==> config.mk <==
export PLATFORM = sky130hd
export DESIGN_NAME = mips_dmem_responder_flat
export DESIGN_NICKNAME = d
export VERILOG_FILES = /design/src/rtl/mips_dmem_responder_pkg.sv /design/src/rtl/mips_dmem_responder_if.sv /design/src/rtl/mips_dmem_responder_timer.sv /design/src/rtl/mips_dmem_responder.sv /design/src/flat_wrapper.sv
export SDC_FILE = /design/constraint.sdc
export NUM_CORES = 2
export LEC_CHECK = 0
export BUFFER_PORTS_ARGS = -buffer_cell sky130_fd_sc_hd__buf_2
export CORE_MARGIN = 4
export CORE_UTILIZATION = 40
export CTS_CLUSTER_SIZE = 12
export DETAILED_ROUTE_END_ITERATION = 10
export GPL_TIMING_DRIVEN = 0
export PLACE_DENSITY = 0.54
export SYNTH_ARGS = -nofsm -noshare
export SYNTH_HDL_FRONTEND = slang
export SYNTH_SLANG_ARGS = --single-unit
export TNS_END_PERCENT = 100
==> constraint.sdc <==
create_clock -name clk -period 10.2 [get_ports clk]
set_clock_uncertainty 0.15 [all_clocks]
set_input_delay 1.02 -clock clk [delete_from_list [all_inputs] [get_ports clk]]
set_output_delay 1.02 -clock clk [all_outputs]
set_load 0.005 [all_outputs]
==> src/rtl/mips_dmem_responder_pkg.sv <==
`default_nettype none
// ============================================================================
//  Module   : mips_dmem_responder_pkg
//  Purpose  : Shared types and MMIO offsets for the data-memory responder.
//  Revision : 1.0
// ============================================================================
package mips_dmem_responder_pkg;

    localparam int DATA_MEM_WIDTH = 32;

    localparam logic [7:0] MMIO_GPIO    = 8'h00;
    localparam logic [7:0] MMIO_CYCLE   = 8'h04;
    localparam logic [7:0] MMIO_TCMP    = 8'h08;
    localparam logic [7:0] MMIO_TCTRL   = 8'h0C;
    localparam logic [7:0] MMIO_TCNT    = 8'h10;
    localparam logic [7:0] MMIO_ERR     = 8'h14;
    localparam logic [7:0] MMIO_ERRADDR = 8'h18;

    typedef enum logic [1:0] {
        REG_RAM  = 2'd0,
        REG_MMIO = 2'd1,
        REG_HOLE = 2'd2
    } region_e;

    // Packed so that the struct reads back directly as TMR_CTRL[2:0].
    typedef struct packed {
        logic auto_rl;
        logic pend;
        logic en;
    } tmr_ctrl_t;

    function automatic region_e decode_region(
        input logic [DATA_MEM_WIDTH-1:0] addr,
        input logic [DATA_MEM_WIDTH-1:0] ram_bytes,
        input logic [DATA_MEM_WIDTH-1:0] mmio_base
    );
        if (addr < ram_bytes)
            return REG_RAM;
        else if (addr[31:8] == mmio_base[31:8])
            return REG_MMIO;
        else
            return REG_HOLE;
    endfunction

endpackage
`default_nettype wire

==> src/rtl/mips_dmem_responder_if.sv <==
`default_nettype none
// ============================================================================
//  Module   : mips_dmem_responder_if
//  Purpose  : Core data-memory port bundle (store strobe, address, data).
//  Revision : 1.0
// ============================================================================
interface mips_dmem_responder_if;
    import mips_dmem_responder_pkg::*;

    logic                      memwrite;
    logic [DATA_MEM_WIDTH-1:0] memaddr;
    logic [DATA_MEM_WIDTH-1:0] writedata;
    logic [DATA_MEM_WIDTH-1:0] readdata;

    modport master (
        output memwrite,
        output memaddr,
        output writedata,
        input  readdata
    );

    modport slave (
        input  memwrite,
        input  memaddr,
        input  writedata,
        output readdata
    );

endinterface
`default_nettype wire

==> src/rtl/mips_dmem_responder_timer.sv <==
`default_nettype none
// ============================================================================
//  Module   : mips_dmem_timer
//  Purpose  : Compare timer (TMR_CMP / TMR_CTRL / TMR_CNT) with sticky PEND.
//  Revision : 1.0
// ============================================================================
module mips_dmem_timer
    import mips_dmem_responder_pkg::*;
(
    input  wire logic                      clk,
    input  wire logic                      rst,
    input  wire logic                      i_wr_cmp,
    input  wire logic                      i_wr_ctrl,
    input  wire logic                      i_wr_cnt,
    input  wire logic [DATA_MEM_WIDTH-1:0] i_wdata,
    output logic      [DATA_MEM_WIDTH-1:0] o_cmp,
    output tmr_ctrl_t                      o_ctrl,
    output logic      [DATA_MEM_WIDTH-1:0] o_cnt
);

    logic [DATA_MEM_WIDTH-1:0] r_cmp_q,  w_cmp_d;
    logic [DATA_MEM_WIDTH-1:0] r_cnt_q,  w_cnt_d;
    tmr_ctrl_t                 r_ctrl_q, w_ctrl_d;
    logic                      w_match;

    always_comb begin
        w_match  = r_ctrl_q.en && (r_cnt_q == r_cmp_q);
        w_cmp_d  = i_wr_cmp ? i_wdata : r_cmp_q;
        w_ctrl_d = r_ctrl_q;
        w_cnt_d  = r_cnt_q;

        if (w_match) begin
            w_ctrl_d.pend = 1'b1;
            if (r_ctrl_q.auto_rl)
                w_cnt_d = '0;
            else
                w_ctrl_d.en = 1'b0;
        end else if (r_ctrl_q.en) begin
            w_cnt_d = r_cnt_q + 32'd1;
        end

        // Software writes land last so they override the timer's own update,
        // except that a match-set of PEND beats a same-cycle W1C.
        if (i_wr_ctrl) begin
            w_ctrl_d.en      = i_wdata[0];
            w_ctrl_d.auto_rl = i_wdata[2];
            if (i_wdata[1] && !w_match)
                w_ctrl_d.pend = 1'b0;
        end
        if (i_wr_cnt)
            w_cnt_d = i_wdata;
    end

    always_ff @(posedge clk) begin
        if (rst) begin
            r_cmp_q  <= '0;
            r_cnt_q  <= '0;
            r_ctrl_q <= '0;
        end else begin
            r_cmp_q  <= w_cmp_d;
            r_cnt_q  <= w_cnt_d;
            r_ctrl_q <= w_ctrl_d;
        end
    end

    assign o_cmp  = r_cmp_q;
    assign o_ctrl = r_ctrl_q;
    assign o_cnt  = r_cnt_q;

endmodule
`default_nettype wire

==> src/rtl/mips_dmem_responder.sv <==
`default_nettype none
// ============================================================================
//  Module   : mips_dmem_responder
//  Purpose  : Data-memory responder: word RAM, MMIO bank (GPIO, cycle counter,
//             compare timer) and unmapped holes. Optional DMEM_ERR_TRAP_EN
//             adds a sticky hole-access error flag and fault address latch.
//  Revision : 1.0
// ============================================================================
module mips_dmem_responder
    import mips_dmem_responder_pkg::*;
#(
    parameter int                        DEPTH     = 64,
    parameter logic [DATA_MEM_WIDTH-1:0] MMIO_BASE = 32'hFFFF_FF00
) (
    input  wire logic               clk,
    input  wire logic               rst,
    mips_dmem_responder_if.slave    bus,
    output logic [31:0]             gpio_out,
    output logic                    timer_irq
);

    localparam int                        c_aw        = $clog2(DEPTH);
    localparam logic [DATA_MEM_WIDTH-1:0] c_ram_bytes = 32'(DEPTH * 4);

    logic [DATA_MEM_WIDTH-1:0] r_mem_q [DEPTH];

    region_e                   w_region;
    logic [7:0]                w_off;
    logic                      w_ram_we;
    logic                      w_mmio_we;
    logic [31:0]               r_gpio_q,  w_gpio_d;
    logic [31:0]               r_cycle_q, w_cycle_d;
    logic [DATA_MEM_WIDTH-1:0] w_tmr_cmp;
    logic [DATA_MEM_WIDTH-1:0] w_tmr_cnt;
    tmr_ctrl_t                 w_tmr_ctrl;
    logic [31:0]               w_err_rd;
    logic [31:0]               w_erraddr_rd;

    assign w_region  = decode_region(bus.memaddr, c_ram_bytes, MMIO_BASE);
    assign w_off     = {bus.memaddr[7:2], 2'b00};
    // Reset takes priority over a same-cycle store.
    assign w_ram_we  = bus.memwrite && !rst && (w_region == REG_RAM);
    assign w_mmio_we = bus.memwrite && !rst && (w_region == REG_MMIO);

    always_ff @(posedge clk) begin
        if (w_ram_we)
            r_mem_q[bus.memaddr[c_aw+1:2]] <= bus.writedata;
    end

    always_comb begin
        w_gpio_d  = r_gpio_q;
        w_cycle_d = r_cycle_q + 32'd1;
        if (w_mmio_we && (w_off == MMIO_GPIO))
            w_gpio_d = bus.writedata;
    end

    always_ff @(posedge clk) begin
        if (rst) begin
            r_gpio_q  <= '0;
            r_cycle_q <= '0;
        end else begin
            r_gpio_q  <= w_gpio_d;
            r_cycle_q <= w_cycle_d;
        end
    end

    assign gpio_out = r_gpio_q;

    mips_dmem_timer u_timer (
        .clk       (clk),
        .rst       (rst),
        .i_wr_cmp  (w_mmio_we && (w_off == MMIO_TCMP)),
        .i_wr_ctrl (w_mmio_we && (w_off == MMIO_TCTRL)),
        .i_wr_cnt  (w_mmio_we && (w_off == MMIO_TCNT)),
        .i_wdata   (bus.writedata),
        .o_cmp     (w_tmr_cmp),
        .o_ctrl    (w_tmr_ctrl),
        .o_cnt     (w_tmr_cnt)
    );

`ifdef DMEM_ERR_TRAP_EN
    logic        r_err_q,     w_err_d;
    logic [31:0] r_erraddr_q, w_erraddr_d;

    // Any cycle out of reset with a hole address counts as an access.
    always_comb begin
        w_err_d     = r_err_q;
        w_erraddr_d = r_erraddr_q;
        if (w_mmio_we && (w_off == MMIO_ERR) && bus.writedata[0])
            w_err_d = 1'b0;
        if ((w_region == REG_HOLE) && !r_err_q) begin
            w_err_d     = 1'b1;
            w_erraddr_d = bus.memaddr;
        end
    end

    always_ff @(posedge clk) begin
        if (rst) begin
            r_err_q     <= 1'b0;
            r_erraddr_q <= '0;
        end else begin
            r_err_q     <= w_err_d;
            r_erraddr_q <= w_erraddr_d;
        end
    end

    assign w_err_rd     = {31'b0, r_err_q};
    assign w_erraddr_rd = r_erraddr_q;
    assign timer_irq    = w_tmr_ctrl.pend | r_err_q;
`else
    assign w_err_rd     = '0;
    assign w_erraddr_rd = '0;
    assign timer_irq    = w_tmr_ctrl.pend;
`endif

    always_comb begin
        bus.readdata = '0;
        case (w_region)
            REG_RAM:  bus.readdata = r_mem_q[bus.memaddr[c_aw+1:2]];
            REG_MMIO: begin
                case (w_off)
                    MMIO_GPIO:    bus.readdata = r_gpio_q;
                    MMIO_CYCLE:   bus.readdata = r_cycle_q;
                    MMIO_TCMP:    bus.readdata = w_tmr_cmp;
                    MMIO_TCTRL:   bus.readdata = {29'b0, w_tmr_ctrl};
                    MMIO_TCNT:    bus.readdata = w_tmr_cnt;
                    MMIO_ERR:     bus.readdata = w_err_rd;
                    MMIO_ERRADDR: bus.readdata = w_erraddr_rd;
                    default:      bus.readdata = '0;
                endcase
            end
            default:  bus.readdata = '0;
        endcase
    end

endmodule
`default_nettype wire

==> src/flat_wrapper.sv <==
// flat-port wrapper written by rule: the top's interface ports become plain ports
module mips_dmem_responder_flat import mips_dmem_responder_pkg::*;
#(
    parameter int                        DEPTH     = 64,
    parameter logic [DATA_MEM_WIDTH-1:0] MMIO_BASE = 32'hFFFF_FF00
)
  (clk, rst, gpio_out, timer_irq, bus_memwrite, bus_memaddr, bus_writedata, bus_readdata);
  mips_dmem_responder_if bus_i ();
  input  wire logic clk;
  input  wire logic rst;
  output logic [31:0] gpio_out;
  output logic timer_irq;
  input wire logic [$bits(bus_i.memwrite)-1:0] bus_memwrite;
  input wire logic [$bits(bus_i.memaddr)-1:0] bus_memaddr;
  input wire logic [$bits(bus_i.writedata)-1:0] bus_writedata;
  output wire logic [$bits(bus_i.readdata)-1:0] bus_readdata;
  assign bus_i.memwrite = bus_memwrite;
  assign bus_i.memaddr = bus_memaddr;
  assign bus_i.writedata = bus_writedata;
  assign bus_readdata = bus_i.readdata;
  mips_dmem_responder #(.DEPTH(DEPTH), .MMIO_BASE(MMIO_BASE)) u_core (.clk(clk), .rst(rst), .bus(bus_i), .gpio_out(gpio_out), .timer_irq(timer_irq));
endmodule
==> metrics.txt <==
leakage power=30.8 nW; Total Nets Final=4789; Cell Count, Final, Fillers Out=roughly 7700; hold_buf cts=0; total track usage=0.257; H-tree level count=4; Avg Inst Size Synth=20.0 µm²; drt pass-1 iters=6; drt total wl=289 mm; Synth cell types=70; layout cells sized above 1=0.264; vias=47510; post-CTS sizing=0; TritonCTS clock tree=done; worst-skew pair later-pin latency=just under 900 ps; Clock transition at path regs=60 ps; post-route worst setup slack=2950 ps; power share of the sequential group=0.532; total net switching power=just over 4 mW; total power=roughly 18 mW; die area=between 0.2 and 0.25 mm²; initial antenna violation count=23; clk sinks=about 2200; total CTS buffers=221; Clk network pwr share=0.417; asr flop ratio synth=0; reg2reg start=u_core.u_timer.o_cnt[24]; minimum clock period=around 7200 ps; Comb pwr share=0.051; routed len/inst=about 38 µm; Worst R2R End=u_core.u_timer.o_cnt[18]; worst slew pin tran=roughly 1500 ps; most frequent cells in the layout=edfxtp_1, mux4_2, clkbuf_16; Critical Path RT=9030 ps; Die Y-Extent=between 400 and 500 µm; Max Cap Viol=0; Mapped Area=0.0857 mm²; CTS Buffer Depth=3; headroom to the max-slew limit=0.0178; Sw Ratio=0.222; global route overflow=0; Final Hold Viols=0; syn_nets=4360; YS warnings=0; worst hold path class=reg2reg; synthesized instance count=approximately 4300; DRT iter0 DRCs=6861; number of enable flip-flop cells after synthesis=a little over 2000; fmax=0.138 GHz; RSZ-0062 raised after global routing=false; placer congestion estimate=0.912; final setup fails=0; Setup CP Type=in2out; critical path launch point type=primary input; Max VDD drop=200 µV; hold path startpoint=u_core.gpio_out[17]; most common cell after layout, fill and taps aside=edfxtp_1; Hold Crit Depth=2; Pint=about 14 mW; DRC viols=0; vias in the first global route=45692; hpwl dp=around 200 mm; core area=0.213 mm²; Row Count=169; status=finished, final reports clean; Placement Setup Slack=between 3000 and 4000 ps; Worst setup EP type=output port; Area Overhead vs Synth=15.2%; R2R cell count=7; Slew Viols, Final=0; global-route wire length before repair=~390 mm; Reg2Reg Setup Slack=between 7000 and 8000 ps; crit share post-route=0.710; Initial Utilization=0.403; Min-Delay Endpoint=u_core.gpio_out[17]; sequential-to-total area share from yosys stat=0.748; Die Width=471 µm; root buffer cell=clkbuf_16; origin of the worst setup path=bus_memaddr[4]; Setup TNS Final=0 ps; # IOs=132; largest net degree at the start of global routing=69; DP Cell Count=7318; Port Buffers=128; Via density=6.17; Yosys reg bits=2179; post-CTS setup buffer count=0; Worst EP arrival=between 6000 and 7000 ps; Final ANT Viol Nets=0; power per cell area=186 mW/mm²; Main synth FF type=edfxtp_1; maximum fanout along the worst path=10
==> synthesized netlist by cell type (4+ instances only) <==
library cell,number,share of area
edfxtp_1,2048,0.72
mux4_2,514,0.14
nor2_1,207,0.0091
nand2_1,178,0.0078
dfxtp_1,131,0.031
mux2i_1,107,0.013
clkbuf_1,105,0.0046
o22ai_1,91,0.0066
buf_2,85,0.0050
a21oi_1,83,0.0048
a22oi_1,65,0.0057
mux2_2,64,0.0084
a211oi_1,59,0.0052
o21ai_0,42,0.0025
xor2_1,42,0.0043
buf_4,37,0.0032
a221oi_1,33,0.0034
nand3_1,33,0.0019
a22o_1,31,0.0032
nand4_1,27,0.0020
nor2b_1,23,0.0017
nor4_1,23,0.0017
buf_1,22,0.00096
o221ai_1,22,0.0022
buf_6,19,0.0025
nor3_1,19,0.0011
o21ai_1,18,0.0011
xnor2_1,17,0.0017
inv_1,13,0.00057
or3_1,13,0.00095
a21o_1,10,0.00088
and3_1,9,0.00066
and4_1,9,0.00092
nand2b_1,9,0.00066
a31oi_1,7,0.00051
and2_1,7,0.00051
o41ai_1,6,0.00061
o31ai_1,5,0.00044
or2_2,5,0.00037
o21a_1,4,0.00035
==> through the flow <==
stage	cell area [µm²]	utilization	hold WS (ps)
final	98700	0.465	323
after global routing	98700	0.464	313
after CTS	98700	0.464	290
after detailed placement	92000	0.433	319
after global placement	89800	0.423	314
after floorplan	85700	-	291
==> per-layer routing <==
layer | GRT usage | part of all wire
met2 | 0.400 | 0.46
met5 | 0 | 0.00019
met1 | 0.356 | 0.40
met4 | 0.0865 | 0.039
met3 | 0.0615 | 0.096
==> worst max-delay path by stage <==
stage                             to  slack (ps)  depth (start not counted)
5_1_grt             bus_readdata[24]        3000                         10
4_1_cts             bus_readdata[24]        3280                         10
2_1_floorplan  u_core.r_mem_q[15][0]        5960                          9
6_report            bus_readdata[20]        2950                         10
3_3_place_gp   u_core.r_mem_q[24][8]        1990                          6
3_5_place_dp        bus_readdata[24]        3290                         10
==> state kept, by name, summed over array words and instances (netlist names) <==
signal,cells
u_core.r_mem_q,2048
u_core.gpio_out,32
u_core.r_cycle_q,32
u_core.u_timer.o_cmp,32
u_core.u_timer.o_cnt,32
u_core.u_timer.o_ctrl,3
==> worst max-delay path, cell delays in order <==
cell,delay (ps)
buf_2,250
buf_4,300
buf_4,250
buf_2,420
clkbuf_1,1090
a22oi_1,340
a211oi_1,1250
o221ai_1,620
o21ai_1,320
buf_2,160
==> area by class of cell <==
cell class	count	area, µm²
Fill cell	17865	114000
Sequential cell	2179	64100
Multi-Input combinational cell	1825	20500
Clock buffer	288	5820
Tap cell	2821	3530
Timing Repair Buffer	206	2340
Buffer	274	1480
Clock inverter	85	807
Inverter	13	48.8
Antenna cell	14	35.0
==> cell families after synthesis <==
group           after synthesis  synth area share
flops                      2179             0.748
mux                         686             0.156
simple gates                579            0.0312
compound gates              499            0.0400
buf+inv                     287            0.0178
xor+xnor                     59           0.00603
fa+ha+maj                     2          0.000292
==> power groups by stage <==
| stage | Combinational, mW | Sequential [mW] | Clock, mW |
|---|---|---|---|
| after global routing | 0.967 | 9.77 | 8.15 |
| after CTS | 0.931 | 9.77 | 7.76 |
| final | 0.937 | 9.77 | 7.66 |
| after floorplan | 0.427 | 9.96 | 0 |
| after detailed placement | 0.928 | 9.96 | 0 |
| after global placement | 0.894 | 9.97 | 0 |
No activity file was read; power rests on OpenSTA's default activity.
